**src/rtl/tone_sequencer.sv**
```systemverilog
// tone_sequencer: queues note requests (step divider + duration) in a
// 4-entry FIFO and plays them one after another by pacing a sine LUT
// generator through step_en / sine_rst / mute.
// Optional build macro TONE_SEQ_GAP_EN inserts a GAP_UNITS-long silence
// after every note; without it notes run back-to-back with one LOAD cycle.
module tone_sequencer #(
  parameter int DIV_W     = 16,
  parameter int DUR_W     = 16,
  parameter int UNIT_CYC  = 1000,
  parameter int GAP_UNITS = 2
) (
  input  logic             clk,
  input  logic             reset,
  input  logic             req_valid,
  output logic             req_ready,
  input  logic [DIV_W-1:0] req_div,
  input  logic [DUR_W-1:0] req_dur,
  output logic             step_en,
  output logic             sine_rst,
  output logic             mute,
  output logic             note_done,
  output logic             busy,
  output logic [2:0]       fifo_level
);

  localparam int UNIT_W = $clog2(UNIT_CYC);

  localparam logic [1:0] S_IDLE = 2'd0;
  localparam logic [1:0] S_LOAD = 2'd1;
  localparam logic [1:0] S_PLAY = 2'd2;
`ifdef TONE_SEQ_GAP_EN
  localparam logic [1:0] S_GAP  = 2'd3;
  localparam int GAP_CYC = GAP_UNITS * UNIT_CYC;
  localparam int GAP_W   = $clog2(GAP_CYC);
`endif

  // Elaboration-time guard on the minimum legal parameter values.
  if (UNIT_CYC < 2 || GAP_UNITS < 1) begin : g_param_check
    $error("tone_sequencer: UNIT_CYC must be >= 2 and GAP_UNITS >= 1");
  end

  // ---------------------------------------------------------------------
  // Request FIFO
  // ---------------------------------------------------------------------
  logic [DIV_W-1:0] fifo_div [4];
  logic [DUR_W-1:0] fifo_dur [4];
  logic [1:0]       wr_ptr;
  logic [1:0]       rd_ptr;
  logic [2:0]       count;
  logic             push;
  logic             pop;

  logic [1:0]       state;
  logic [1:0]       state_d;

  assign req_ready  = (count != 3'd4);
  assign fifo_level = count;
  assign push       = req_valid && req_ready;
  assign pop        = (state == S_LOAD) && (count != 3'd0);

  // FIFO storage, pointers and occupancy; requests in reset cycles are dropped.
  always_ff @(posedge clk) begin
    if (reset) begin
      wr_ptr <= '0;
      rd_ptr <= '0;
      count  <= '0;
      for (int unsigned i = 0; i < 4; i++) begin
        fifo_div[i] <= '0;
        fifo_dur[i] <= '0;
      end
    end else begin
      if (push) begin
        fifo_div[wr_ptr] <= req_div;
        fifo_dur[wr_ptr] <= req_dur;
        wr_ptr           <= wr_ptr + 2'd1;
      end
      if (pop) begin
        rd_ptr <= rd_ptr + 2'd1;
      end
      case ({push, pop})
        2'b10:   count <= count + 3'd1;
        2'b01:   count <= count - 3'd1;
        default: count <= count;
      endcase
    end
  end

  // ---------------------------------------------------------------------
  // Note playback datapath
  // ---------------------------------------------------------------------
  logic [DIV_W-1:0]  div_q;
  logic [DIV_W-1:0]  div_cnt;
  logic [DUR_W-1:0]  rem_q;
  logic [UNIT_W-1:0] unit_cnt;
  logic              unit_wrap;
  logic              div_hit;
  logic              last_play;
`ifdef TONE_SEQ_GAP_EN
  logic [GAP_W-1:0]  gap_cnt;
  logic              gap_done;
  assign gap_done = (gap_cnt == GAP_W'(GAP_CYC - 1));
`endif

  assign unit_wrap = (unit_cnt == UNIT_W'(UNIT_CYC - 1));
  // div_q - 1 is only meaningful when div_q != 0, which the AND guards.
  assign div_hit   = (div_q != '0) && (div_cnt == (div_q - DIV_W'(1)));
  // rem_q never drops below 1 in PLAY; <= keeps the exit safe regardless.
  assign last_play = (state == S_PLAY) && unit_wrap && (rem_q <= DUR_W'(1));

  // Next-state selection for the IDLE/LOAD/PLAY(/GAP) sequencer.
  always_comb begin
    state_d = state;
    case (state)
      S_IDLE: begin
        if (count != 3'd0 || push) begin
          state_d = S_LOAD;
        end
      end
      S_LOAD: begin
        state_d = S_PLAY;
      end
      S_PLAY: begin
        if (last_play) begin
`ifdef TONE_SEQ_GAP_EN
          state_d = S_GAP;
`else
          state_d = (count != 3'd0) ? S_LOAD : S_IDLE;
`endif
        end
      end
`ifdef TONE_SEQ_GAP_EN
      S_GAP: begin
        if (gap_done) begin
          state_d = (count != 3'd0) ? S_LOAD : S_IDLE;
        end
      end
`endif
      default: begin
        state_d = S_IDLE;
      end
    endcase
  end

  // State register plus latched note parameters and the divider/unit counters.
  always_ff @(posedge clk) begin
    if (reset) begin
      state    <= S_IDLE;
      div_q    <= '0;
      rem_q    <= '0;
      div_cnt  <= '0;
      unit_cnt <= '0;
    end else begin
      state <= state_d;
      case (state)
        S_LOAD: begin
          div_q    <= fifo_div[rd_ptr];
          rem_q    <= (fifo_dur[rd_ptr] == '0) ? DUR_W'(1) : fifo_dur[rd_ptr];
          div_cnt  <= '0;
          unit_cnt <= '0;
        end
        S_PLAY: begin
          if (div_hit) begin
            div_cnt <= '0;
          end else if (div_q != '0) begin
            div_cnt <= div_cnt + DIV_W'(1);
          end
          if (unit_wrap) begin
            unit_cnt <= '0;
            if (rem_q != '0) begin
              rem_q <= rem_q - DUR_W'(1);
            end
          end else begin
            unit_cnt <= unit_cnt + UNIT_W'(1);
          end
        end
        default: begin
          div_cnt  <= div_cnt;
          unit_cnt <= unit_cnt;
        end
      endcase
    end
  end

`ifdef TONE_SEQ_GAP_EN
  // Silence timer: restarts on the last PLAY cycle, runs through GAP.
  always_ff @(posedge clk) begin
    if (reset) begin
      gap_cnt <= '0;
    end else if (last_play) begin
      gap_cnt <= '0;
    end else if (state == S_GAP) begin
      gap_cnt <= gap_cnt + GAP_W'(1);
    end
  end
`endif

  // Output decode; a rest note (div 0) keeps the generator muted and held.
  always_comb begin
    mute      = 1'b1;
    sine_rst  = 1'b1;
    step_en   = 1'b0;
    note_done = 1'b0;
    if (state == S_PLAY) begin
      mute      = (div_q == '0);
      sine_rst  = (div_q == '0);
      step_en   = div_hit;
      note_done = last_play;
    end
  end

  assign busy = (state != S_IDLE) || (count != 3'd0);

endmodule

```
**config.mk**
```make
export PLATFORM = sky130hd
export DESIGN_NAME = tone_sequencer
export DESIGN_NICKNAME = d
export VERILOG_FILES = /design/src/rtl/tone_sequencer.sv
export SDC_FILE = /design/constraint.sdc
export NUM_CORES = 1
export LEC_CHECK = 0
export ABC_AREA = 1
export CORE_MARGIN = 8
export CORE_UTILIZATION = 39
export DETAILED_ROUTE_END_ITERATION = 16
export PLACE_DENSITY = 0.65
export SLEW_MARGIN = 20
export SYNTH_ARGS = -nofsm -noshare
export SYNTH_HDL_FRONTEND = slang
export SYNTH_SLANG_ARGS = --single-unit
```
**constraint.sdc**
```tcl
create_clock -name clk -period 4.5 [get_ports clk]
set_input_delay 0.9 -clock clk [delete_from_list [all_inputs] [get_ports clk]]
set_output_delay 0.9 -clock clk [all_outputs]
set_load 0.005 [all_outputs]
```
Yosys cells after proc, flatten, opt, wreduce, memory -nomap -nowiden --
Memory sizes are Yosys's and may differ from the RTL's. A register that Yosys moved wholly into a read port is not among the register bits. Cells that the tools add are included.
Word-level totals: bits in registers 51, RAM bits 128, input port bits 35, output and inout bits 9, word-level logic and storage cells 81, memories 2
Operators by class: $add $sub $neg 8, order comparisons 1, equal/unequal tests 12, multiplexer cells 30, reductions and logical operators 21
Memories:
- fifo_div | words 4, width 16, rd ports 1, clocked after memory_dff 1, write ports 4, line 45 | logic [DIV_W-1:0] fifo_div [4];
- fifo_dur | words 4, width 16, rd ports 1, clocked after memory_dff 1, write ports 4, line 46 | logic [DUR_W-1:0] fifo_dur [4];
Operator list (count):
- $mux W16 | 7
- $pmux W16 S2 | 2
- $logic_not A16 Y1 | 2
- $reduce_bool A16 Y1 | 2
- $reduce_or A16 Y1 | 2
- $sub A16 B1 Y16 const B | 2
- $pmux W10 S2 | 1
- $add A16 B1 Y16 const B | 1
- $eq A16 B16 Y1 | 1
- $le A16 B1 Y1 const B | 1
- $mux W2 | 6
- $mux W1 | 11
- $add A10 B1 Y10 const B | 1
- $eq A10 B10 Y1 const B | 1
- $mux W10 | 1
- $ne A2 B2 Y1 const B | 3
- $ne A3 B3 Y1 const B | 2
- $pmux W2 S3 | 1
- $pmux W3 S2 | 1
- $reduce_bool A2 Y1 | 3
- $logic_and A1 B1 Y1 | 5
- $add A2 B1 Y2 const B | 2
- $eq A2 B1 Y1 const B | 2
- $eq A2 B2 Y1 const B | 2
- 8 further kinds | 10

Depth between registers and ports, before layout --
depth after elaboration 7, depth in mapped cells 15, mapped depth without buffers 15

Least setup slack after synthesis --
OpenSTA, ideal clock, no wires.
kind input -> register, start input port req_valid, end memory fifo_div[3][0] (enable), setup time 470 ps, data arrival time 3450 ps, data required time 4030 ps, setup slack 581 ps, stages 2, path buffers 0, cells stage by stage nand2_1 > o31ai_1
RTL lines:
- start: declaration | line 14 | input logic req_valid,
- end: declaration | line 45

Worst setup path in the final report --
start register div_q[0] (read register of fifo_div), end output port step_en
On the way: longest elaborated chain between the ends 4, elaborated cells between the ends (all ways) 5, classes of those cells 1 x add/sub; 1 x eq/ne; 1 x mux; 2 x reduce/logical
Ends and longest elaborated chain:
- start: declaration | line 91 | logic [DIV_W-1:0] div_q;
- $sub A16 B1 Y16 | line 106 | assign div_hit = (div_q != '0) && (div_cnt == (div_q - DIV_W'(1)));
- $eq A16 B16 Y1 | line 106
- $logic_and A1 B1 Y1 (*) | line 106
- $mux W1 (*) | line 203 | if (state == S_PLAY) begin
- end: declaration | line 18 | output logic step_en,
Mark *: on every way between the ends. The rest lies on a longest branch, timed or not.

==> flow_summary.ini <==
[pwr]
irDropWorstVdd_mv = 0.327
fin_total_pwr_uw = 6780
powerDensity_nw_per_um2 = 585
total_leakage_power_uw = 0.00471

[grt]
grt_start_max_net_pins = 38
grt_overflow = 0
track_usage_pct = 15.2
antenna_found_initial = 0
grt_pass1_vias = 7621
grt_pass1_wl_um = 39000

[timing]
finClkSkew_ns = 0.0176
tns_ns = 0
hold_ws_ns = 0.443
post-route-min-period_ns = 3.87
setup_violations = 0
tightest_slew_ns = 0.943
rsz0062_at_grt = no
slew_violations = 0
fin_crit_sh_pct = 86.1
hold_viol_final = 0
clock.fmax_mhz = 258
relSlewSlack_pct = 37.1

[worst_setup_path]
path_class = reg2out
crit_path_cell_trace = inv_1 -> ha_1 -> nand2_1 -> nor2_1 -> nand4_1 -> nand3b_1 -> nand2_1 -> nor2_1 -> nand3_2 -> nor2_2 -> clkdlybuf4s50_1
critPathMaxFanout = 12
critPathBufInv = 2
crit_arrival_ns = 2.97
cp.required_ns = 3.60
end_kind = output pin
critPathLaunchType = register
crit_family = simple AND/OR/NAND/NOR gates
critPathMaxStageDelay_ns = 0.52
cpMaxStageDelayCell = clkdlybuf4s50_1

[place]
place.gp.congestion = 0.848
dpl.hpwl_um = 15600
io_buffers = 43
dpl_cell_area_um2 = 11000
post-place-cells = 1609

[worst_hold_path]
hp-class = reg2reg

[finish]
fill_cells = 2557
final_cells = 1641
seqCellArea_um2 = 5230
final_layout_size_suffix_gt1_share_pct = 8.04
multi_input_area_um2 = 4140
antenna_cells = 0
finalInstanceArea_um2 = 11600
nets = 1339
areaGrowthSynthToFinish_pct = 13.0

[clock_network]
root_buffer = clkbuf_16
cts_tree = yes
hold_buffers = 0
clkLatencyLatePin_ns = 0.44
clock_sinks = 197
clk_transition_reported_paths_ns = 0.08
clk_path_buf_depth = 2
numCtsBuffers = 17
htreeDepth = 4
ctsResizeCount = 0
post_cts_buffers = 0

[job]
cap_viol_max_count = 0

[die]
fp.dieH_um = 178
row_count = 59
die_w_um = 178
ios = 44
coreArea_um2 = 25900
die_area_um2 = 31700
initial_core_util_pct = 39.6

[drt]
first_pass_iters = 6
drcViolationCount = 0
routed_via_density = 4.96
drtAntennaViolNets = 0
drt_wl_total_um = 23600
wire_per_inst_um = 14.4
drtIter0Drc = 774
vias = 8143

[run_status]
status = finished clean

[synth]
yosys_warnings = 0
ys.flop_type = edfxtp_1
synth.cell_area_um2 = 10200
ys_types = 47
syn_avg_cell_area_um2 = 8.06
syn_inst = 1272
async_flop_share_pct = 0
synth_edf_count = 128
synth-seq-area-share_pct = 51.0
syn_nets = 1318
synth_seq_cells = 197
## path summary, 6_finish.rpt
check / start / endpoint / slack, ns / depth (start not counted)
max reg2reg: state[1] / fifo_level[2] / 1.89 / 11
min: unit_cnt[7] / unit_cnt[7] / 0.44 / 2
max: div_q[0] / step_en / 0.63 / 11
min reg2reg: unit_cnt[7] / unit_cnt[7] / 0.44 / 2
## cell type report
cell class                 count  area share [%]
multi-input combinational    847            35.7
timing repair buffer          58            4.69
tap                          335            3.62
clock buffer                  18            3.71
inverter                     172            5.60
clock inverter                14            1.53
sequential                   197            45.1
## report_power, final
group          switching (µW)  total [µW]  internal, µW
Combinational            1900        2820           925
Sequential                199        2410          2210
Clock                     790        1550           756
## registers in the layout (all words and copies together) (netlist names), named ones only
signal,flops
fifo_div,64
fifo_dur,64
div_cnt,16
div_q,16
rem_q,16
unit_cnt,10
fifo_level,3
rd_ptr,2
state,2
wr_ptr,2
## cells in the mapped netlist, types with 2 or more instances
cell / n / area [µm²]
nor2_1: 264 / 991
nand2_1: 223 / 837
inv_1: 166 / 623
edfxtp_1: 128 / 3840
o21ai_0: 80 / 400
dfxtp_1: 69 / 1380
nand3_1: 69 / 345
a21oi_1: 50 / 250
clkbuf_1: 33 / 124
o22ai_1: 19 / 119
xor2_1: 15 / 131
a21oi_2: 13 / 114
nand2_2: 13 / 81.3
nor3_1: 13 / 65.1
buf_2: 11 / 55.1
nand3_2: 11 / 110
nand4_1: 11 / 68.8
ha_1: 10 / 125
o211ai_1: 7 / 52.6
xnor2_1: 7 / 61.3
nand3b_1: 6 / 45.0
nor2_4: 5 / 56.3
o21ai_1: 5 / 25.0
buf_1: 4 / 15.0
a211oi_1: 3 / 22.5
buf_6: 3 / 33.8
clkbuf_2: 3 / 15.0
inv_2: 3 / 11.3
nor2_2: 3 / 18.8
o21a_1: 3 / 22.5
buf_4: 2 / 15.0
clkinv_1: 2 / 7.51
nor3_2: 2 / 20.0
nor4_1: 2 / 12.5
o31ai_1: 2 / 15.0
## per-stage QoR
stage	worst slack, ns	util [%]
3_3_place_gp	1.16	42.4
3_5_place_dp	1.06	42.4
6_report	0.626	44.7
2_1_floorplan	0.581	-
5_1_grt	0.348	44.7
4_1_cts	0.587	44.7
## routing by layer
metal	global-route usage (%)	wire, µm	vias up
met4	4.03	225	0
met1	21.5	11600	3790
met3	2.18	1070	18
met2	24.0	10700	184
li1	-	-	4151
met5	0	0	-
## cell usage in the layout, fill, tap and decap left out, types with 2 or more instances in the layout
master | netlist | final
a211oi_1 | 3 | 3
a21oi_1 | 50 | 50
a21oi_2 | 13 | 13
buf_4 | 2 | 15
clkbuf_16 | 0 | 17
clkdlybuf4s50_1 | 0 | 43
clkinv_1 | 2 | 2
clkinv_8 | 0 | 7
dfxtp_1 | 69 | 69
edfxtp_1 | 128 | 128
ha_1 | 10 | 10
inv_1 | 166 | 166
inv_2 | 3 | 3
inv_6 | 0 | 5
nand2_1 | 223 | 223
nand2_2 | 13 | 13
nand3_1 | 69 | 69
nand3_2 | 11 | 11
nand3b_1 | 6 | 6
nand4_1 | 11 | 11
nor2_1 | 264 | 264
nor2_2 | 3 | 3
nor2_4 | 5 | 5
nor3_1 | 13 | 13
nor3_2 | 2 | 2
nor4_1 | 2 | 2
o211ai_1 | 7 | 7
o21a_1 | 3 | 3
o21ai_0 | 80 | 78
o21ai_1 | 5 | 5
o21ai_2 | 0 | 2
o22ai_1 | 19 | 19
xnor2_1 | 7 | 7
xor2_1 | 15 | 15
## cell families (layout without fill, tap and decap cells)
kind of cell	count (synthesis)	count (layout)	share of synthesized area [%]
flip-flops	197	197	51.0
AND/OR/NAND/NOR	629	629	26.6
buffers and inverters	228	262	8.84
XOR/XNOR	22	22	1.88
AO/OA/AOI/OAI	185	185	10.3
adder cells (fa/ha/maj)	11	11	1.42
## tightest hold or removal path, delay by kind of cell, from the launching register on
family          cells  cell delay, ns
compound gates      1            0.05
buf+inv             1            0.05
flops               1            0.31
No activity file was read; power rests on OpenSTA's default activity.
